==> src/rtl/fifo_uart_tx_if.sv <==
// Read-side handshake between the width-converting FIFO and the UART transmitter.
// The transmitter is the master: it issues pops, and the FIFO answers with data and an empty flag.
interface fifo_uart_tx_if;
    logic       buf_empty;
    logic [7:0] buf_out;
    logic       rd_en;

    modport master (
        input  buf_empty,
        input  buf_out,
        output rd_en
    );

    modport slave (
        output buf_empty,
        output buf_out,
        input  rd_en
    );
endinterface

==> src/rtl/fifo_uart_tx.sv <==
// 8N1 UART transmitter that pops bytes from the FIFO read port and drives the external tx pin.
// tx is registered so the pin never glitches; the other outputs are decoded from the state register.
module fifo_uart_tx #(
    parameter int CLKS_PER_BIT = 434
) (
    input  logic                  clk,
    input  logic                  rst,
    fifo_uart_tx_if.master        bus,
    output logic                  tx,
    output logic                  busy,
    output logic                  tx_done
);

    localparam int BAUD_W = (CLKS_PER_BIT > 1) ? $clog2(CLKS_PER_BIT) : 1;
    localparam logic [BAUD_W-1:0] BAUD_LAST = BAUD_W'(CLKS_PER_BIT - 1);

    localparam logic [2:0] IDLE  = 3'd0;
    localparam logic [2:0] FETCH = 3'd1;
    localparam logic [2:0] LOAD  = 3'd2;
    localparam logic [2:0] START = 3'd3;
    localparam logic [2:0] DATA  = 3'd4;
    localparam logic [2:0] STOP  = 3'd5;

    logic [2:0]        state;
    logic [2:0]        state_n;
    logic [BAUD_W-1:0] baud_cnt;
    logic [BAUD_W-1:0] baud_cnt_n;
    logic [2:0]        bit_idx;
    logic [2:0]        bit_idx_n;
    logic [7:0]        shift_reg;
    logic [7:0]        shift_reg_n;
    logic              tx_n;
    logic              baud_last;

    assign baud_last = (baud_cnt == BAUD_LAST);

    always_comb begin
        state_n     = state;
        baud_cnt_n  = baud_cnt;
        bit_idx_n   = bit_idx;
        shift_reg_n = shift_reg;
        case (state)
            IDLE: begin
                if (!bus.buf_empty) begin
                    state_n = FETCH;
                end
            end
            FETCH: begin
                state_n = LOAD;
            end
            LOAD: begin
                // The FIFO presents the popped byte one cycle after rd_en.
                shift_reg_n = bus.buf_out;
                baud_cnt_n  = '0;
                state_n     = START;
            end
            START: begin
                if (baud_last) begin
                    baud_cnt_n = '0;
                    bit_idx_n  = 3'd0;
                    state_n    = DATA;
                end else begin
                    baud_cnt_n = baud_cnt + 1'b1;
                end
            end
            DATA: begin
                if (baud_last) begin
                    baud_cnt_n = '0;
                    if (bit_idx == 3'd7) begin
                        state_n = STOP;
                    end else begin
                        bit_idx_n = bit_idx + 3'd1;
                    end
                end else begin
                    baud_cnt_n = baud_cnt + 1'b1;
                end
            end
            STOP: begin
                if (baud_last) begin
                    baud_cnt_n = '0;
                    state_n    = IDLE;
                end else begin
                    baud_cnt_n = baud_cnt + 1'b1;
                end
            end
            default: begin
                state_n = IDLE;
            end
        endcase
    end

    // Line level is computed from the upcoming state so the registered pin lines up with it.
    always_comb begin
        tx_n = 1'b1;
        case (state_n)
            START:   tx_n = 1'b0;
            DATA:    tx_n = shift_reg_n[bit_idx_n];
            default: tx_n = 1'b1;
        endcase
    end

    always_ff @(posedge clk) begin
        if (rst) begin
            state     <= IDLE;
            baud_cnt  <= '0;
            bit_idx   <= 3'd0;
            shift_reg <= 8'h00;
            tx        <= 1'b1;
        end else begin
            state     <= state_n;
            baud_cnt  <= baud_cnt_n;
            bit_idx   <= bit_idx_n;
            shift_reg <= shift_reg_n;
            tx        <= tx_n;
        end
    end

    assign bus.rd_en = (state == FETCH);
    assign busy      = (state != IDLE);
    assign tx_done   = (state == STOP) && baud_last;

endmodule

==> src/flat_wrapper.sv <==
// flat-port wrapper written by rule: the top's interface ports become plain ports
module fifo_uart_tx_flat 
#(
    parameter int CLKS_PER_BIT = 434
)
  (clk, rst, tx, busy, tx_done, bus_buf_empty, bus_buf_out, bus_rd_en);
  fifo_uart_tx_if bus_i ();
  input  logic clk;
  input  logic rst;
  output logic tx;
  output logic busy;
  output logic tx_done;
  input wire logic [$bits(bus_i.buf_empty)-1:0] bus_buf_empty;
  input wire logic [$bits(bus_i.buf_out)-1:0] bus_buf_out;
  output wire logic [$bits(bus_i.rd_en)-1:0] bus_rd_en;
  assign bus_i.buf_empty = bus_buf_empty;
  assign bus_i.buf_out = bus_buf_out;
  assign bus_rd_en = bus_i.rd_en;
  fifo_uart_tx #(.CLKS_PER_BIT(CLKS_PER_BIT)) u_core (.clk(clk), .rst(rst), .bus(bus_i), .tx(tx), .busy(busy), .tx_done(tx_done));
endmodule
==> config.mk <==
export PLATFORM = sky130hd
export DESIGN_NAME = fifo_uart_tx_flat
export DESIGN_NICKNAME = d
export VERILOG_FILES = /design/src/rtl/fifo_uart_tx_if.sv /design/src/rtl/fifo_uart_tx.sv /design/src/flat_wrapper.sv
export SDC_FILE = /design/constraint.sdc
export NUM_CORES = 1
export LEC_CHECK = 0
export BUFFER_PORTS_ARGS = -buffer_cell sky130_fd_sc_hd__buf_2
export CAP_MARGIN = 25
export CELL_PAD_IN_SITES_DETAIL_PLACEMENT = 0
export CELL_PAD_IN_SITES_GLOBAL_PLACEMENT = 1
export CORE_MARGIN = 4
export CORE_UTILIZATION = 42
export DETAILED_ROUTE_END_ITERATION = 8
export PLACE_DENSITY_LB_ADDON = 0.12
export SKIP_CTS_REPAIR_TIMING = 1
export SYNTH_ARGS = -nofsm -noshare
export SYNTH_HDL_FRONTEND = slang
export SYNTH_SLANG_ARGS = --single-unit
export TNS_END_PERCENT = 5
==> constraint.sdc <==
create_clock -name clk -period 2.85 [get_ports clk]
set_input_delay 0.285 -clock clk [delete_from_list [all_inputs] [get_ports clk]]
set_output_delay 0.285 -clock clk [all_outputs]
set_load 0.01 [all_outputs]
# Word-level counts from Yosys, hierarchy flattened
# Index checks and enable logic that the tools add are counted.
[classes]
eq_ne = 9
order_cmp = 1
mux = 16
n_addsub = 2
reduce_logical = 5
[op_table]
columns = ["operator", "n"]
rows = [
  ["$mux W3", 8],
  ["$pmux W3 S6", 1],
  ["$pmux W9 S2", 1],
  ["$eq A3 B3 Y1 const B", 4],
  ["$add A9 B1 Y9 const B", 1],
  ["$eq A3 B2 Y1 const B", 3],
  ["$eq A9 B9 Y1 const B", 1],
  ["$mux W9", 1],
  ["$mux W8", 1],
  ["$pmux W3 S2", 1],
  ["$lt A3 B4 Y1 const B", 1],
  ["$add A3 B1 Y3 const B", 1],
  ["$bmux W1 S3", 1],
  ["$eq A3 B1 Y1 const B", 1],
  ["$logic_not A3 Y1", 1],
  ["$reduce_bool A3 Y1", 1],
  ["$reduce_or A3 Y1", 1],
  ["$pmux W1 S2", 1],
  ["$reduce_bool A2 Y1", 1],
  ["$logic_and A1 B1 Y1", 1],
  ["$mux W1", 1],
]
[totals]
input_bits = 11
ff_bits = 24
output_inout_bits = 4
elab_cells = 38

# Depth between registers and ports, before layout
# Gate-level depths: netlist of the first run.
[logic_depth]
depth_word = 7
mapped_depth = 10
depth_no_buf = 9

# Worst setup path before layout of the first run
# OpenSTA, ideal clock, no wires.
[synth_timing]
kind = "reg2reg"
from = "reg u_core.baud_cnt[0]"
to = "reg u_core.tx"
arrival_time_ns = 2.156
period_less_slack_ns = 2.236
stages_incl_launch_ff = 9
required_time_ns = 2.769
n_path_buf = 0
setup_time_ns = 0.081
path_slack_ns = 0.614
cell_sequence = "dfxtp_1 ha_1 nand4b_1 o41a_1 a21oi_4 mux2_2 a31oi_1 o211ai_2 a41oi_1"
[synth_between]
elab_chain_cells = 6
word_cells_on_any_way = 13
cone_classes = "eq/ne: 3; mux: 10"
[synth_lines]
columns = ["element", "line_no", "text"]
rows = [
  ["start, declared", "fifo_uart_tx.sv:26", "logic [BAUD_W-1:0] baud_cnt;"],
  ["start signal, assigned", "fifo_uart_tx.sv:111", "baud_cnt <= baud_cnt_n;"],
  ["$eq A9 B9 Y1 *", "fifo_uart_tx.sv:35", "assign baud_last = (baud_cnt == BAUD_LAST);"],
  ["$mux W3 (on tied branches)", "fifo_uart_tx.sv:67, fifo_uart_tx.sv:58", ""],
  ["$pmux W3 S2", "fifo_uart_tx.sv:42", "case (state)"],
  ["$bmux W1 S3", "fifo_uart_tx.sv:97", "DATA: tx_n = shift_reg_n[bit_idx_n];"],
  ["$mux W1 (implied by the code)", "fifo_uart_tx.sv:97", ""],
  ["$pmux W1 S2 *", "fifo_uart_tx.sv:95", "case (state_n)"],
  ["end signal, assigned", "fifo_uart_tx.sv:114", "tx <= tx_n;"],
  ["end, declared", "fifo_uart_tx.sv:9", "output logic tx,"],
]
# Mark *: on every way between the ends. The rest lies on a longest branch, timed or not. The select of a mux whose other input is x is not followed.
# A chain may end at the register's enable or synchronous reset.

# Worst setup path after layout of the first run
# Ends and elaborated chain as after synthesis.

==> results.yml, run 1 <==
setup_path:
  required_ns: 3.04
  crit_start: "u_core.baud_cnt[0]"
  cp.arrival_ns: 2.66
  crit_slowest_cell: "o41a_1"
  cp-start-kind: "register"
  critical_path.endpoint_type: "register"
  crit_chain: "ha_1 -> nand4b_1 -> o41a_1 -> a21oi_4 -> inv_1 -> a221oi_1 -> a2bb2oi_1 -> a41oi_1"
  crit_type: "register to register"
  critPathMaxFanout: 10
  cp_top_family: "compound AO/OA/AOI/OAI gates"
  cp_slowest_stage_delay_ns: 0.48
  reg2reg_from: "u_core.baud_cnt[0]"
  critPathBufInv: 1
route:
  drt_iter0_drc: 103
  drcViolationCount: 0
  ant_nets: 0
  dr.pass1.iters: 5
  vias_per_cell: 5.662
  via_count: 1308
  wirelength_mm: 3.136
  wire_per_inst_um: 13.58
cts:
  path_clk_slew_ns: 0.14
  clock_sinks: 24
  numCtsBuffers: 3
  htree_levels: 1
  insertion_delay_ns: 0.31
  clockBufferDepth: 2
  clock-root-buffer: "clkbuf_4"
  cts_tree: "yes"
layout:
  largest_reg_flops: 9
  stdcell_area_um2: 1533
  final_cell_mix: "dfxtp_1 (24), a21oi_1 (22), nor2_1 (20)"
  num-fill-cells: 342
  diodes: 0
  instances_no_fill: 231
  drive_gt1_share_pct: 13.90
  utilization_pct: 49.40
  layout_commonest_cell: "dfxtp_1"
  nets: 202
  area_growth_pct: 10.46
timing:
  maxSlewHeadroom_pct: 64.74
  final-hold-violation-count: 0
  setup_viol: 0
  grt_setup_unrepaired: "false"
  setup_ws_ns: 0.3814
  slew_violations: 0
  timing.hold.ws_ns: 0.2031
  skew_ns: 0.004094
  worst_slew_pin_slew_ns: 0.5249
  fin_tns_setup_ns: 0
  fin_crit_sh_pct: 86.62
  fin_crit_ns: 2.469
  max_freq_ghz: 0.4051
synth:
  synth-edff-count: 0
  ys.warnings.count: 0
  async_reset_ff_share_pct: 0
  synth_largest_area_cell: "dfxtp_1"
  syn_inst: 176
  synth.ff_latch_count: 24
  synthesis.area_um2: 1388
  ys_types: 40
  synth_top_area_share_pct: 34.63
  synthesis.nets: 190
  yosys-top-cells-area: "dfxtp_1 (35%), a21oi_1 (7.9%), nor2_1 (5.4%)"
  seq_area_frac_synth_pct: 34.63
  postSynthAreaPerCell_um2: 7.884
  synth_ff_type: "dfxtp_1"
power_and_ir_drop:
  clockPowerShare_pct: 28.7
  total_power_mw: 0.6416
  p_int_mw: 0.4647
  p_sw_share_pct: 27.57
  peakVddDrop_uv: 162.4
  powerDensity_nw_per_um2: 418.6
  p_sw_mw: 0.1769
  combPwrFrac_pct: 14.8
  p_seq_share_pct: 56.5
  power_leakage_nw: 0.5373
global_routing:
  grt_first_pass_wirelength_mm: 5.326
  grt.overflow.total: 0
  grt_start_max_net_pins: 25
  grt_pass1_vias: 1117
  antenna_found_initial: 0
  track_usage_pct: 15.53
placed_design:
  dp_slack_ns: 0.4010
  place_congestion: 0.8452
  dp.final_hpwl_mm: 2.294
  port-buffer-count: 14
  dpl-instance-area_um2: 1496
  dp_cells: 227
floorplan:
  ios: 15
  dieArea_um2: 4288
  die_h_um: 65.48
  start_util_pct: 44.72
  die_x_um: 65.48
  row_count: 20
  core_um2: 3103
job:
  maxCapViolations: 0
hold_path:
  min_from: "bus_buf_out[7]"
  holdCritPathClass: "primary input to register"
status:
  status: "complete, no violations"
-- worst reg2reg max path, cell delays in order (launching register included) --
cell,delay [ns]
dfxtp_1,0.42
ha_1,0.17
nand4b_1,0.19
o41a_1,0.48
a21oi_4,0.29
inv_1,0.12
a221oi_1,0.31
a2bb2oi_1,0.24
a41oi_1,0.13
-- synth_stat cells (2+ instances only) --
library cell / n
a211oi_1: 3
a21oi_1: 22
a221o_1: 3
a31oi_1: 4
and3_1: 7
clkbuf_1: 9
dfxtp_1: 24
ha_1: 3
inv_1: 4
mux2i_1: 5
nand2_1: 17
nand2b_1: 2
nand3_1: 4
nor2_1: 20
nor2b_1: 4
nor3_1: 4
nor3b_1: 5
o21ai_0: 10
o22ai_1: 2
or3_1: 4
-- cell type report --
class / count / area, um^2 / share of cell area, %
clock buffers: 4 / 36.28 / 2.367
flip-flops and latches: 24 / 480.5 / 31.35
well taps: 44 / 55.05 / 3.592
inverters: 4 / 15.01 / 0.9796
multi-input cells: 138 / 853.3 / 55.67
repair buffers: 17 / 92.59 / 6.041
-- routing by layer --
layer / routed length (um) / track usage [%] / part of all wire, % / vias up
met1: 1653 / 23.34 / 53 / 609
met4: 24 / 3.109 / 0.77 / 0
met3: 101 / 3.248 / 3.2 / 2
met2: 1356 / 22.76 / 43 / 27
li1: - / - / - / 670
met5: 0 / 0 / 0 / -
-- final timing paths --
kind / end / slack [ns] / cells after the start
max reg2reg: u_core.tx / 0.38 / 8
max: u_core.tx / 0.38 / 8
min reg2reg: u_core.shift_reg[3] / 0.47 / 2
min: u_core.shift_reg[7] / 0.20 / 3
-- logic make-up after synthesis --
family	Yosys count	synth area share [%]
flip-flops	24	34.63
adder cells (fa/ha/maj)	3	2.705
AO/OA/AOI/OAI	53	24.89
buffers and inverters	14	3.877
AND/OR/NAND/NOR	76	29.49
multiplexers	6	4.418
-- power groups by stage --
stage / Combinational [mW] / Clock, mW / Sequential [mW]
after floorplan: 0.0723 / 0 / 0.361
after global placement: 0.0950 / 0 / 0.369
after detailed placement: 0.0957 / 0 / 0.370
after CTS: 0.0963 / 0.193 / 0.363
after global routing: 0.109 / 0.206 / 0.365
final: 0.0952 / 0.184 / 0.363
(Power assumes the default switching activity.)
==> inputs of run 2 (changes only) <==
--- a/config.mk
+++ b/config.mk
@@ -5,7 +5,7 @@
 export SDC_FILE = /design/constraint.sdc
 export NUM_CORES = 1
 export LEC_CHECK = 0
-export BUFFER_PORTS_ARGS = -buffer_cell sky130_fd_sc_hd__buf_2
+export BUFFER_PORTS_ARGS = -buffer_cell sky130_fd_sc_hd__buf_4
 export CAP_MARGIN = 25
 export CELL_PAD_IN_SITES_DETAIL_PLACEMENT = 0
 export CELL_PAD_IN_SITES_GLOBAL_PLACEMENT = 1
==> run 2 against run 1 <==
  * Cell area up 2.3%
  * Fmax down 0.64%
  * Clock-buffer cell count unchanged
  * Sequential cell count unchanged
  * Sequential power barely moved
  * Combinational power grew 7%
  * Critical path depth did not move
  * Sequential share of layout area is 0.70 points lower
  * Die area unchanged
  * Critical endpoint unchanged
==> results.yml, run 2 (synthesized netlist as in run 1, its figures left out) <==
status:
  status: "complete, no violations"
hold_path:
  min_to: "u_core.shift_reg[7]"
  holdCritPathClass: "primary input to register"
  min_path_cells: 3
  min_from: "bus_buf_out[7]"
setup_path:
  timing.rr.end: "u_core.tx"
  crit_chain: "ha_1 -> nand4b_1 -> o41a_1 -> a21oi_4 -> inv_1 -> a221oi_1 -> a2bb2oi_1 -> a41oi_1"
  ff2ff_path_depth: 8
  cp_slowest_stage_delay_ns: 0.47
  critPathMaxFanout: 10
  reg2reg_from: "u_core.baud_cnt[0]"
  crit_type: "register to register"
  required_ns: 3.05
  cp-start-kind: "register"
  cp.arrival_ns: 2.68
  reg2reg_slack_ns: 0.37
  critical_path.endpoint_type: "register"
  crit_slowest_cell: "o41a_1"
cts:
  numCtsBuffers: 3
  insertion_delay_ns: 0.32
  path_clk_slew_ns: 0.14
  clock-root-buffer: "clkbuf_4"
  htree_levels: 1
  clock_sinks: 24
  cts_tree: "yes"
  clockBufferDepth: 2
route:
  vias_per_cell: 5.610
  wire_per_inst_um: 13.32
  ant_nets: 0
  drt_iter0_drc: 109
  wirelength_mm: 3.077
  dr.pass1.iters: 4
  via_count: 1296
  drcViolationCount: 0
placed_design:
  port-buffer-count: 14
  dp.final_hpwl_mm: 2.240
  place_congestion: 0.8263
global_routing:
  track_usage_pct: 15.22
  grt_pass1_vias: 1088
  grt_start_max_net_pins: 25
  grt_first_pass_wirelength_mm: 5.133
  grt.overflow.total: 0
  antenna_found_initial: 0
timing:
  skew_ns: 0.009732
  final-hold-violation-count: 0
  maxSlewHeadroom_pct: 66.55
  setup_viol: 0
  worst_slew_pin_slew_ns: 0.4979
  fin_crit_sh_pct: 87.17
  max_freq_ghz: 0.4025
  grt_setup_unrepaired: "false"
  fin_tns_setup_ns: 0
  fin_crit_ns: 2.484
  slew_violations: 0
power_and_ir_drop:
  powerDensity_nw_per_um2: 414.0
  p_seq_share_pct: 55.8
  p_int_mw: 0.4711
  p_sw_share_pct: 27.41
  combPwrFrac_pct: 15.7
  peakVddDrop_uv: 195.8
  clockPowerShare_pct: 28.5
  p_sw_mw: 0.1779
  power_leakage_nw: 0.5485
floorplan:
  die_x_um: 65.48
  dieArea_um2: 4288
  start_util_pct: 44.72
  core_um2: 3103
  row_count: 20
  ios: 15
  die_h_um: 65.48
layout:
  drive_gt1_share_pct: 13.90
  num-fill-cells: 333
  diodes: 0
  area_growth_pct: 12.98
  nets: 202
  largest_reg_flops: 9
  final_cell_mix: "dfxtp_1 (24), a21oi_1 (22), nor2_1 (20)"
  layout_commonest_cell: "dfxtp_1"
  utilization_pct: 50.52
job:
  maxCapViolations: 0
[run 2: per-layer routing]
metal / track usage, % / share of wire (%) / up-vias
met5: 0 / 0 / -
met4: 5.440 / 1.4 / 0
met3: 2.735 / 3.7 / 4
li1: - / - / 669
met1: 23.78 / 54 / 598
met2: 20.35 / 41 / 25
[run 2: worst max-delay path: cells and delay by family (launching register included)]
| kind | cells | cell delay, ns |
|---|---|---|
| DFF | 1 | 0.42 |
| adders and majority gates | 1 | 0.17 |
| buffers and inverters | 1 | 0.13 |
| and+or+nand+nor | 1 | 0.20 |
| AOI/OAI and AO/OA | 5 | 1.44 |
[run 2: power by group through the flow]
stage,clock network [mW],logic (mW),registers [mW]
floorplan,0,0.0723,0.361
global route,0.206,0.114,0.365
CTS,0.192,0.102,0.362
detailed placement,0,0.102,0.369
global placement,0,0.101,0.369
finish,0.185,0.102,0.362
[run 2: how the worst max path moves through the flow]
| stage | slack, ns | to | depth (start not counted) | start |
|---|---|---|---|---|
| 6_report | 0.37 | u_core.tx | 8 | u_core.baud_cnt[0] |
| 5_1_grt | 0.20 | u_core.tx | 8 | u_core.baud_cnt[0] |
| 4_1_cts | 0.36 | u_core.tx | 8 | u_core.baud_cnt[0] |
| 3_5_place_dp | 0.39 | u_core.tx | 8 | u_core.baud_cnt[0] |
| 3_3_place_gp | 0.48 | u_core.tx | 8 | u_core.baud_cnt[0] |
| 2_1_floorplan | 0.61 | u_core.tx | 8 | u_core.baud_cnt[0] |
[run 2: area by class of cell]
class                      count  area [um^2]  share of cell area [%]
multi-input combinational    138        853.3                   54.43
sequential                    24        480.5                   30.65
timing repair buffer          17        127.6                   8.140
tap                           44        55.05                   3.512
clock buffer                   4        36.28                   2.314
inverter                       4        15.01                  0.9577
[run 2: per-stage QoR]
stage | instances | total power [mW] | hold WS [ns] | setup WS, ns | cell area [um^2]
after floorplan | 176 | 0.4336 | 0.3566 | 0.6135 | 1388
after global placement | 227 | 0.4707 | 0.4499 | 0.4838 | 1531
after detailed placement | 227 | 0.4711 | 0.4528 | 0.3931 | 1531
after CTS | 231 | 0.6564 | 0.1956 | 0.3643 | 1568
after global routing | 231 | 0.6842 | 0.1984 | 0.2020 | 1568
final | 231 | 0.6490 | 0.2032 | 0.3656 | 1568
==> inputs of run 3 (changes only) <==
--- a/config.mk
+++ b/config.mk
@@ -5,6 +5,7 @@
 export SDC_FILE = /design/constraint.sdc
 export NUM_CORES = 1
 export LEC_CHECK = 0
+export ABC_AREA = 1
 export BUFFER_PORTS_ARGS = -buffer_cell sky130_fd_sc_hd__buf_4
 export CAP_MARGIN = 25
 export CELL_PAD_IN_SITES_DETAIL_PLACEMENT = 0
==> run 3 against run 2 <==
  * Area after synthesis rose by 0.63%
  * Fmax rose by 31%
  * Critical path depth fell by 1
  * Register-to-register slack improved by 0.68 ns
  * Setup slack improved by 0.59 ns
  * Non-clock buffer count fell by 3
  * Final cell count rose by 6.1%
  * Power fell by 2.5%
  * Die area rose by 0.55%
  * Utilization rose by 0.16 points
  * Clock-buffer cell count did not move
  * Clock power fell by 3%
  * Critical path type is now register to output pin
  * Largest power group unchanged
==> results.yml, run 3 <==
synth:
  ys_types: 35
  synth_top_area_share_pct: 34.41
  synthesis.area_um2: 1396
  syn_inst: 185
  ys_top_cells_by_count: "nand2_1 (30), dfxtp_1 (24), nor2_1 (23)"
  yosys-top-cells-area: "dfxtp_1 (34%), nand2_1 (8.1%), nor2_1 (6.2%)"
  ys.warnings.count: 0
  synth_largest_area_cell: "dfxtp_1"
  synth_most_common_cell: "nand2_1"
  synth.ff_latch_count: 24
  seq_area_frac_synth_pct: 34.41
  async_reset_ff_share_pct: 0
  synthesis.nets: 199
  synth_ff_type: "dfxtp_1"
  postSynthAreaPerCell_um2: 7.548
  synth-edff-count: 0
timing:
  fin_tns_setup_ns: 0
  max_freq_ghz: 0.5291
  slew_violations: 0
  final-hold-violation-count: 0
  grt_setup_unrepaired: "false"
  maxSlewHeadroom_pct: 76.03
  fin_crit_sh_pct: 66.31
  skew_ns: 0.007674
  worst_slew_pin_slew_ns: 0.3568
  setup_viol: 0
  fin_crit_ns: 1.890
cts:
  path_clk_slew_ns: 0.14
  clock-root-buffer: "clkbuf_4"
  insertion_delay_ns: 0.31
  numCtsBuffers: 3
  cts_tree: "yes"
  clockBufferDepth: 2
  htree_levels: 1
  clock_sinks: 24
power_and_ir_drop:
  total_power_mw: 0.6330
  p_int_mw: 0.4655
  clockPowerShare_pct: 28.5
  p_sw_share_pct: 26.45
  p_sw_mw: 0.1674
  powerDensity_nw_per_um2: 399.3
  combPwrFrac_pct: 15.6
  p_seq_share_pct: 56.0
  power_leakage_nw: 0.7482
  peakVddDrop_uv: 230.2
route:
  wirelength_mm: 2.819
  via_count: 1183
  drcViolationCount: 0
  dr.pass1.iters: 4
  drt_iter0_drc: 67
  wire_per_inst_um: 11.51
  vias_per_cell: 4.829
  ant_nets: 0
layout:
  area_growth_pct: 13.53
  drive_gt1_share_pct: 25.87
  multi_input_area_um2: 810.8
  diodes: 0
  regArea_um2: 480.5
  layout_commonest_cell: "nand2_1"
  largest_reg_flops: 9
  nets: 216
  num-fill-cells: 331
  final_cell_mix: "nand2_1 (30), dfxtp_1 (24), nor2_1 (23)"
hold_path:
  holdCritPathClass: "primary input to register"
global_routing:
  antenna_found_initial: 0
  grt_start_max_net_pins: 22
  track_usage_pct: 15.32
  grt_first_pass_wirelength_mm: 5.209
  grt.overflow.total: 0
  grt_pass1_vias: 1160
status:
  status: "complete, no violations"
setup_path:
  cp_top_family: "simple AND/OR/NAND/NOR gates"
  critPathMaxFanout: 9
  cp_slowest_stage_delay_ns: 0.34
  critPathBufInv: 3
  crit_type: "register to output pin"
  cp-start-kind: "register"
  required_ns: 2.57
  critical_path.endpoint_type: "output pin"
  cp.arrival_ns: 1.60
  crit_slowest_cell: "dfxtp_1"
  crit_chain: "inv_1 -> ha_1 -> nand4_4 -> nor2_8 -> inv_2 -> nor2_1 -> buf_4"
placed_design:
  port-buffer-count: 14
  dp.final_hpwl_mm: 2.195
  place_congestion: 0.8692
floorplan:
  row_count: 20
  core_um2: 3128
  start_util_pct: 44.64
  die_h_um: 65.66
  die_x_um: 65.66
  ios: 15
  dieArea_um2: 4311
job:
  maxCapViolations: 0
## run 3: changes by cell type after synthesis, sizes merged, moves of 5 or more
cell,before,now
and3,7,0
nand3,4,15
nand2,17,43
inv,4,24
nor2,20,29
nor3b,5,0
clkbuf,9,1
a21oi,23,7
## run 3: cells by family after synthesis
kind of cell / synth area share, %
AND/OR/NAND/NOR: 40.59
buffers and inverters: 7.527
flip-flops: 34.41
AO/OA/AOI/OAI: 8.512
multiplexers: 5.018
adder cells (fa/ha/maj): 2.688
XOR/XNOR: 1.255
## run 3: final timing paths
path                        from             endpoint  slack [ns]  depth (start not counted)
min               bus_buf_out[6]  u_core.shift_reg[6]        0.23                          3
min reg2reg  u_core.shift_reg[7]  u_core.shift_reg[7]        0.52                          2
max reg2reg   u_core.baud_cnt[1]            u_core.tx        1.05                         15
max           u_core.baud_cnt[1]              tx_done        0.96                          7
## run 3: through the flow
step                      area (um^2)  setup slack, ns  cells  hold WS (ns)  util, %
after global routing             1585           0.8150    245        0.2091    50.68
after global placement           1549            1.090    241        0.4781    49.52
after floorplan                  1396            1.252    185        0.3637        -
after detailed placement         1549            1.061    241        0.4821    49.52
after CTS                        1585           0.9304    245        0.2151    50.68
final                            1585           0.9600    245        0.2253    50.68
## run 3: power groups by stage
| stage | Sequential, mW | Combinational [mW] | Clock [mW] |
|---|---|---|---|
| after floorplan | 0.361 | 0.0659 | 0 |
| after global placement | 0.362 | 0.0975 | 0 |
| after detailed placement | 0.362 | 0.0988 | 0 |
| after CTS | 0.355 | 0.0991 | 0.190 |
| after global routing | 0.357 | 0.111 | 0.207 |
| final | 0.354 | 0.0985 | 0.180 |
## run 3: layer usage
layer | up-vias | share of wire, % | track usage (%)
li1 | 631 | - | -
met1 | 533 | 53 | 20.04
met2 | 15 | 43 | 24.78
met3 | 4 | 2.9 | 2.735
met4 | 0 | 1.1 | 5.959
met5 | - | 0 | 0
## run 3: final cells by class
cell class / count / share of cell area (%)
clock buffer: 4 / 2.289
inverter: 26 / 6.156
multi-input combinational: 133 / 51.14
sequential: 24 / 30.31
tap: 44 / 3.473
timing repair buffer: 14 / 6.630
## run 3: worst reg2reg max path: cells and delay by family, from the launching register on
kind | cells | cell delay, ns
buf+inv | 2 | 0.12
fa+ha+maj | 1 | 0.22
simple gates | 12 | 1.02
flops | 1 | 0.34
